$ cat src/rtl/mul_div_seq_unit.sv
// Sequential RV32M multiply/divide unit: radix-2 shift-add multiplier and
// restoring divider sharing one 2*XLEN accumulator, with busy/ready handshake.
module mul_div_seq_unit #(
  parameter int XLEN = 32
) (
  input  logic            clk,
  input  logic            reset,
  input  logic            start,
  input  logic [2:0]      op,
  input  logic [XLEN-1:0] operand_a,
  input  logic [XLEN-1:0] operand_b,
  input  logic            abort,
  output logic [XLEN-1:0] result,
  output logic            busy,
  output logic            ready
);
  localparam int CW = $clog2(XLEN) + 1;
  localparam logic [XLEN-1:0] MIN_NEG = {1'b1, {(XLEN-1){1'b0}}};

  typedef enum logic [1:0] {S_IDLE, S_MUL, S_DIV, S_DONE} state_t;
  typedef struct packed {
    logic [2:0] op;
    logic       neg_q;   // negate product / quotient
    logic       neg_r;   // negate remainder (dividend was negative)
  } ctx_t;

  state_t            state, state_nxt;
  logic [CW-1:0]     cnt, cnt_nxt;
  logic [2*XLEN-1:0] acc, acc_nxt;
  logic [XLEN-1:0]   opnd, opnd_nxt;   // |multiplicand| or |divisor|
  ctx_t              ctx, ctx_nxt;
  logic [XLEN-1:0]   result_nxt;

  // Operand decode at accept time
  logic            a_sgn, b_sgn, a_neg, b_neg;
  logic [XLEN-1:0] a_mag, b_mag, special_res;
  logic            div_zero, div_ovf, accept;

  assign b_sgn = (op == 3'd1) | (op[2] & ~op[0]);
  assign a_sgn = b_sgn | (op == 3'd2);
  assign a_neg = a_sgn & operand_a[XLEN-1];
  assign b_neg = b_sgn & operand_b[XLEN-1];
  assign a_mag = a_neg ? -operand_a : operand_a;
  assign b_mag = b_neg ? -operand_b : operand_b;

  assign div_zero = op[2] & (operand_b == '0);
  assign div_ovf  = op[2] & ~op[0] & (operand_a == MIN_NEG) & (operand_b == '1);
  always_comb begin
    special_res = '1;
    if (div_zero)     special_res = op[1] ? operand_a : '1;
    else if (div_ovf) special_res = op[1] ? '0 : operand_a;
  end

  assign accept = start & ~abort & ((state == S_IDLE) | (state == S_DONE));

  // One iteration of each algorithm
  logic [XLEN:0]     mul_sum, rem_sh;
  logic [XLEN-1:0]   rem_sub;
  logic              no_borrow;
  logic [2*XLEN-1:0] mul_step, div_step, fin, fin_neg;

  assign mul_sum  = {1'b0, acc[2*XLEN-1:XLEN]} + (acc[0] ? {1'b0, opnd} : '0);
  assign mul_step = {mul_sum, acc[XLEN-1:1]};

  // Remainder after the shift can reach XLEN+1 bits; the difference never does.
  assign rem_sh    = acc[2*XLEN-1:XLEN-1];
  assign no_borrow = rem_sh >= {1'b0, opnd};
  assign rem_sub   = rem_sh[XLEN-1:0] - opnd;
  assign div_step  = no_borrow ? {rem_sub, acc[XLEN-2:0], 1'b1}
                               : {rem_sh[XLEN-1:0], acc[XLEN-2:0], 1'b0};

  // Sign fixup is folded into the final iteration so result is valid in DONE.
  assign fin     = (state == S_MUL) ? mul_step : div_step;
  assign fin_neg = -fin;

  logic [XLEN-1:0] quo_f, rem_f, res_fin;
  assign quo_f = ctx.neg_q ? -fin[XLEN-1:0] : fin[XLEN-1:0];
  assign rem_f = ctx.neg_r ? -fin[2*XLEN-1:XLEN] : fin[2*XLEN-1:XLEN];

  always_comb begin
    res_fin = rem_f;
    case (ctx.op)
      3'd0:             res_fin = ctx.neg_q ? fin_neg[XLEN-1:0] : fin[XLEN-1:0];
      3'd1, 3'd2, 3'd3: res_fin = ctx.neg_q ? fin_neg[2*XLEN-1:XLEN] : fin[2*XLEN-1:XLEN];
      3'd4, 3'd5:       res_fin = quo_f;
      default:          res_fin = rem_f;
    endcase
  end

  always_ff @(posedge clk) begin
    if (reset) state <= S_IDLE;
    else       state <= state_nxt;
  end

  always_comb begin
    state_nxt  = state;
    cnt_nxt    = cnt;
    acc_nxt    = acc;
    opnd_nxt   = opnd;
    ctx_nxt    = ctx;
    result_nxt = result;
    case (state)
      S_IDLE, S_DONE: begin
        state_nxt = S_IDLE;
        if (accept) begin
          ctx_nxt = '{op: op, neg_q: a_neg ^ b_neg, neg_r: a_neg};
          cnt_nxt = CW'(XLEN);
          if (div_zero | div_ovf) begin
            state_nxt  = S_DONE;
            result_nxt = special_res;
          end else if (op[2]) begin
            state_nxt = S_DIV;
            acc_nxt   = {{XLEN{1'b0}}, a_mag};
            opnd_nxt  = b_mag;
          end else begin
            state_nxt = S_MUL;
            acc_nxt   = {{XLEN{1'b0}}, b_mag};
            opnd_nxt  = a_mag;
          end
        end
      end
      S_MUL, S_DIV: begin
        acc_nxt = (state == S_MUL) ? mul_step : div_step;
        cnt_nxt = cnt - 1'b1;
        if (cnt == CW'(1)) begin
          state_nxt  = S_DONE;
          result_nxt = res_fin;
        end
      end
      default: state_nxt = S_IDLE;
    endcase
    if (abort) begin
      state_nxt  = S_IDLE;
      result_nxt = result;
    end
  end

  always_ff @(posedge clk) begin
    if (reset) begin
      cnt    <= '0;
      acc    <= '0;
      opnd   <= '0;
      ctx    <= '0;
      result <= '0;
    end else begin
      cnt    <= cnt_nxt;
      acc    <= acc_nxt;
      opnd   <= opnd_nxt;
      ctx    <= ctx_nxt;
      result <= result_nxt;
    end
  end

  assign busy  = (state == S_MUL) | (state == S_DIV);
  assign ready = (state == S_DONE);

endmodule

$ cat config.mk
export PLATFORM = sky130hd
export DESIGN_NAME = mul_div_seq_unit
export DESIGN_NICKNAME = d
export VERILOG_FILES = /design/src/rtl/mul_div_seq_unit.sv
export SDC_FILE = /design/constraint.sdc
export NUM_CORES = 1
export LEC_CHECK = 0
export BUFFER_PORTS_ARGS = -buffer_cell sky130_fd_sc_hd__buf_2
export CAP_MARGIN = 25
export CORE_MARGIN = 2
export CORE_UTILIZATION = 63
export DETAILED_ROUTE_END_ITERATION = 6
export MAX_ROUTING_LAYER = met4
export PLACE_DENSITY = 0.8
export SETUP_SLACK_MARGIN = 0.5
export SYNTH_ARGS = -nofsm -noshare
export SYNTH_HDL_FRONTEND = slang
export SYNTH_SLANG_ARGS = --single-unit
$ cat constraint.sdc
create_clock -name clk -period 6.9 [get_ports clk]
set_clock_uncertainty 0.1 [all_clocks]
set_input_delay 0 -clock clk [delete_from_list [all_inputs] [get_ports clk]]
set_output_delay 0 -clock clk [all_outputs]
set_load 0.02 [all_outputs]
Yosys cells after proc, flatten, opt, wreduce, memory -nomap -nowiden
Index checks and enable logic that the tools add are counted.
W data, S select, Z words.
{"block": "op_classes", "n_addsub": 8, "n_mul": 0, "n_div": 0, "order_cmp": 1, "n_eq_ne": 17, "n_shift": 0, "mux": 30, "n_bitwise": 17, "n_reduce_logical": 12}
{"cell": "$mux W32", "n": 16}
{"cell": "$mux W64", "n": 4}
{"cell": "$neg A32 Y32", "n": 4}
{"cell": "$pmux W64 S2", "n": 1}
{"cell": "$pmux W32 S3", "n": 1}
{"cell": "$eq A32 B32 Y1 const B", "n": 2}
{"cell": "$neg A64 Y64", "n": 1}
{"cell": "$pmux W32 S2", "n": 1}
{"cell": "$add A32 B32 Y33", "n": 1}
{"cell": "$ge A33 B32 Y1", "n": 1}
{"cell": "$logic_not A32 Y1", "n": 1}
{"cell": "$sub A32 B32 Y32", "n": 1}
{"cell": "$pmux W6 S2", "n": 1}
{"cell": "$eq A3 B2 Y1 const B", "n": 3}
{"cell": "$and A1 B1 Y1", "n": 8}
{"cell": "$mux W2", "n": 4}
{"cell": "$ne A2 B2 Y1 const B", "n": 4}
{"cell": "$reduce_or A2 Y1", "n": 4}
{"cell": "$eq A3 B1 Y1 const B", "n": 2}
{"cell": "$eq A3 B3 Y1 const B", "n": 2}
{"cell": "$eq A6 B1 Y1 const B", "n": 1}
{"cell": "$mux W6", "n": 1}
{"cell": "$sub A6 B1 Y6 const B", "n": 1}
{"cell": "$or A1 B1 Y1", "n": 5}
{"cell": "other kinds (11)", "n": 15}
{"block": "word_totals", "register_bits": 141, "latchBits": 0, "ramBits": 0, "rom_bits": 0, "output_inout_bits": 34, "wordCells": 93, "memories": 0}

Logic depth before layout (Yosys ltp)
{"block": "depth", "word_depth": 10, "mapped_depth": 22, "mapped_depth_nobuf": 19}

Worst setup path before layout
OpenSTA, ideal clock, no wires.
{"block": "synth_path", "kind": "reg2reg", "start": "reg acc[0]", "end": "reg result[23]", "setup_time_ns": 0.117, "arrival_time_ns": 4.657, "t_required_ns": 6.683, "slack_ns": 2.025, "path_stages_with_launch": 21, "path_buffers": 3, "period_less_slack_ns": 4.875, "cell_sequence": "dfxtp_1 -> clkbuf_1 -> and2_1 -> ha_1 -> inv_1 -> fa_1 -> nand2b_1 -> a21oi_1 -> nor2b_1 -> o21ai_0 -> xor2_1 -> a221oi_1 -> o2111ai_1 -> or4_1 -> buf_2 -> or4_4 -> buf_6 -> o31ai_1 -> xnor2_1 -> o221ai_1 -> a32o_1"}
{"block": "synth_between", "elab_chain_len": 8, "word_cells_on_any_way": 14, "cone_classes": "4 x add/sub; 10 x mux"}
{"element": "start, declared", "line": "29", "source": "logic [2*XLEN-1:0] acc, acc_nxt;"}
{"element": "start signal, assigned", "line": "147", "source": "acc <= acc_nxt;"}
{"element": "$mux W32", "line": "62", "source": "assign mul_sum = {1'b0, acc[2*XLEN-1:XLEN]} + (acc[0] ? {1'b0, opnd} : '0);"}
{"element": "$add A32 B32 Y33", "line": "62"}
{"element": "$mux W64 *", "line": "73", "source": "assign fin = (state == S_MUL) ? mul_step : div_step;"}
{"element": "$neg A64 Y64 or $neg A32 Y32 (tied branches)", "line": "74, 78"}
{"element": "$mux W32, on equally long branches", "line": "84, 78"}
{"element": "$pmux W32 S3 *", "line": "82", "source": "case (ctx.op)"}
{"element": "$mux W32 *", "line": "125", "source": "if (cnt == CW'(1)) begin"}
{"element": "$pmux W32 S2 *", "line": "102", "source": "case (state)"}
{"element": "end signal, assigned", "line": "150", "source": "result <= result_nxt;"}
{"element": "end, declared", "line": "13", "source": "output logic [XLEN-1:0] result,"}
Mark *: on every way between the ends. The rest lies on a longest branch, timed or not. The select of a mux whose other input is x is not followed.
A chain may end at the register's enable or synchronous reset.

Worst setup path in the final report
{"block": "layout_path", "start": "reg acc[0]", "end": "reg result[29]"}
Same word-level chain as after synthesis.

==> impl_results.md <==
* Share of cells above drive strength 1 at 0.101
* Number of remaining DRC errors at 4
* Cells along the critical path: buf_4, and2_1, ha_1, a2111oi_0, o21a_1, nor2_1, nor4_1, o41ai_1, xnor2_1, a21oi_1, nor4_2, nor4bb_1, nand3b_1, nor3_1, o2bb2ai_1, a32oi_1
* Sink Count at roughly 140
* Synth Flop Type: dfxtp_1
* Starting Density at 0.640
* Top post-synthesis cells by area: dfxtp_1 (18%), a21oi_1 (7.3%), nor2_1 (6.6%)
* Ys async rst share at 0
* Root Buffer: clkbuf_16
* Placed cell count at between 2,000 and 3,000
* Leakage power at between 6 and 7 nW
* Die height at roughly 160 um
* Vias in the first global route at roughly 18,000
* Drt pass-1 iters at 7
* Die extent in x at 161 um
* Final net count at 2,448
* Slew @ Worst Pin at between 1 and 1.5 ns
* Count leader, synth: nor2_1
* Failing checks: design-rule violations
* Area fraction in compound gates after synthesis at 0.320
* Io pins at 105
* Cell taking the most area after synthesis: dfxtp_1
* Multiplexer area fraction after synthesis at 0.0321
* Vias at ~19,000
* Final setup vio count at 0
* Register area at approximately 2800 um^2
* Layout area overhead at 10.1%
* Fillers at about 2,100
* Status: finished, violations left
* WS Path Type: reg -> reg
* Antenna violations before repair at 4
* Post-Synth Adder-Cell Area at 0.0747
* Area of the multi-input gates at ~12,000 um^2
* HPWL after DPL at ~50,000 um
* Final wirelength at about 66,000 um
* FMAX at 0.163 GHz
* CORE AREA at approximately 24,000 um^2
* Post-DRT Antenna Nets at 0
* First DRT Iteration DRCs at about 3,100
* TritonCTS Buffers at 17
* RSZ-0062 raised after global routing: false
* TNS Setup at 0 ns
* CP top delay family: simple AND/OR/NAND/NOR gates
* Yosys reg bits at 141
* Cell variety after synth at approximately 100
* Min-Delay Path Class: in -> reg
* Seq/Total Area, Yosys at 0.181
* TritonCTS clock tree: built
* CP arrival at 6.43 ns
* Period minus WS final at approximately 6 ns
* Gr usage total at 0.506
* Crit-path max FO at 29
* Max-slew violation count at 0
* First-pass GRT wire length at 99,700 um
* Max Cap Viol at 0
* Hold Violations, Final at 0
* Post-Synth XOR/XNOR Area at 0.0759
* Clock slew at reported path FFs at about 0.080 ns
* Htree depth at 4
* Die Area at between 20,000 and 30,000 um^2
* YS warnings at 0
* Required @ worst endpoint at approximately 7 ns
* Largest net degree at the start of global routing at 100
* Startpoint types: register
* Simple-gate share of the synthesized area at 0.261
* CP Capture Type: register
* Mapped Cells at approximately 2,300
* Cell Rows at 57
* Crit path largest cell delay at approximately 0.76 ns
* Synth top area share at 0.181
* Clock Latency Late Sink at around 0.46 ns
* CTS max path bufs at 2
* Mapped cell area at between 15,000 and 20,000 um^2
* Worst vdd ir at about 150 uV
* RePlAce Congestion at 1.09
* CP Buf/Inv Count at 1
* Routed wire per std cell at ~25 um
* Top cells by count, synth: nor2_1 (273), nand2_1 (237), a21oi_1 (228)
* Final period utilization at 0.892
* Port Buffers at about 100
* GRT overflow at 0
* Max-slew headroom at 0.251
* Pwr Density at 255 nW/um^2
* Avg Vias per Cell at slightly above 7
* Final Non-Filler Cells at about 2,600
* Main combinational cell family by area after synthesis: compound AO/OA/AOI/OAI gates
* Syn_nets at roughly 2,400
* Post-synth EDFFs at 0
* Worst path slowest cell: nor4_1
* Syn_area_per_cell at ~6.9 um^2
-- report_power, final --
part	switching, W	internal, W	total (W)
Clock	0.000446	0.000563	0.00101
Sequential	0.0000513	0.000854	0.000905
Combinational	0.00167	0.000793	0.00247
-- registers in the layout, summed over array words and instances (netlist names) --
signal and cells:
acc 64, opnd 32, result 32, ctx 5, cnt 6, state 2
-- routing by layer --
metal	track usage	up-vias	share of wire
met5	-	-	0
met1	0.606	8639	0.36
met4	0.330	0	0.083
met3	0.132	364	0.14
met2	0.751	1574	0.42
li1	-	8421	-
-- layout by cell type, fill, tap and decap left out, types with 24 or more instances in the layout --
master,instances
nor2_1,271
nand2_1,236
a21oi_1,226
o21ai_0,156
dfxtp_1,141
buf_2,103
inv_1,77
xor2_1,72
ha_1,72
xnor2_1,63
nor3_1,50
nand4_1,47
buf_4,46
nand3_1,44
mux2i_1,42
and2_1,41
o211ai_1,36
or3_1,36
a211oi_1,32
a221oi_1,30
a21o_1,29
a22oi_1,29
o31ai_1,24
-- worst register-to-register path: cells and delay by family (launching register included) --
kind,cells,cell delay (ns)
buf+inv,1,0.34
simple gates,7,2.83
compound gates,6,1.78
fa+ha+maj,1,0.31
xor+xnor,1,0.32
flops,1,0.41
-- metrics by stage --
stage	hold slack, ns	util	instance area (um^2)	worst slack, ns	total power (W)
2_1_floorplan	-0.0227	-	15600	2.03	0.00250
4_1_cts	0.00270	0.704	17100	0.901	0.00423
5_1_grt	0.0436	0.705	17200	0.604	0.00452
3_3_place_gp	0.107	0.671	16300	0.912	0.00320
6_report	0.00638	0.705	17200	0.747	0.00438
3_5_place_dp	0.110	0.671	16300	0.983	0.00322
-- final cells by class --
type                            count  area share
Sequential cell                   141       0.165
Clock buffer                       20      0.0266
Inverter                           79      0.0173
Tap cell                          324      0.0236
Timing Repair Buffer              170      0.0626
Multi-Input combinational cell   1893       0.696
Clock inverter                     12     0.00883
Antenna cell                        4    0.000584
-- final timing paths --
check | startpoint | end | slack, ns | cells after the start
worst max-delay path | acc[0] | result[29] | 0.75 | 16
worst min-delay path | operand_b[6] | opnd[6] | 0.006 | 6
worst max register to register | acc[0] | result[29] | 0.75 | 16
worst min register to register | result[19] | result[19] | 0.34 | 2
-- cells by family (layout without fill, tap and decap cells) --
kind of cell               count (synthesis)  count (layout)
adders and majority gates                 96              96
other                                      0               4
and+or+nand+nor                          857             857
muxes                                     49              49
xor gates and xnor gates                 135             135
AOI/OAI and AO/OA                        756             756
DFF                                      141             141
buffers and inverters                    222             281
-- what timing repair did --
| item | 4_1_cts | 5_1_grt |
|---|---|---|
| gates resized for setup | 0 | 2 |
| endpoints found under the setup margin | 0 | 1 |
| endpoints found under the hold margin | 57 | 0 |
| setup buffers | 0 | 0 |
| hold buffers | 20 | 0 |
No activity file was read; power rests on OpenSTA's default activity.
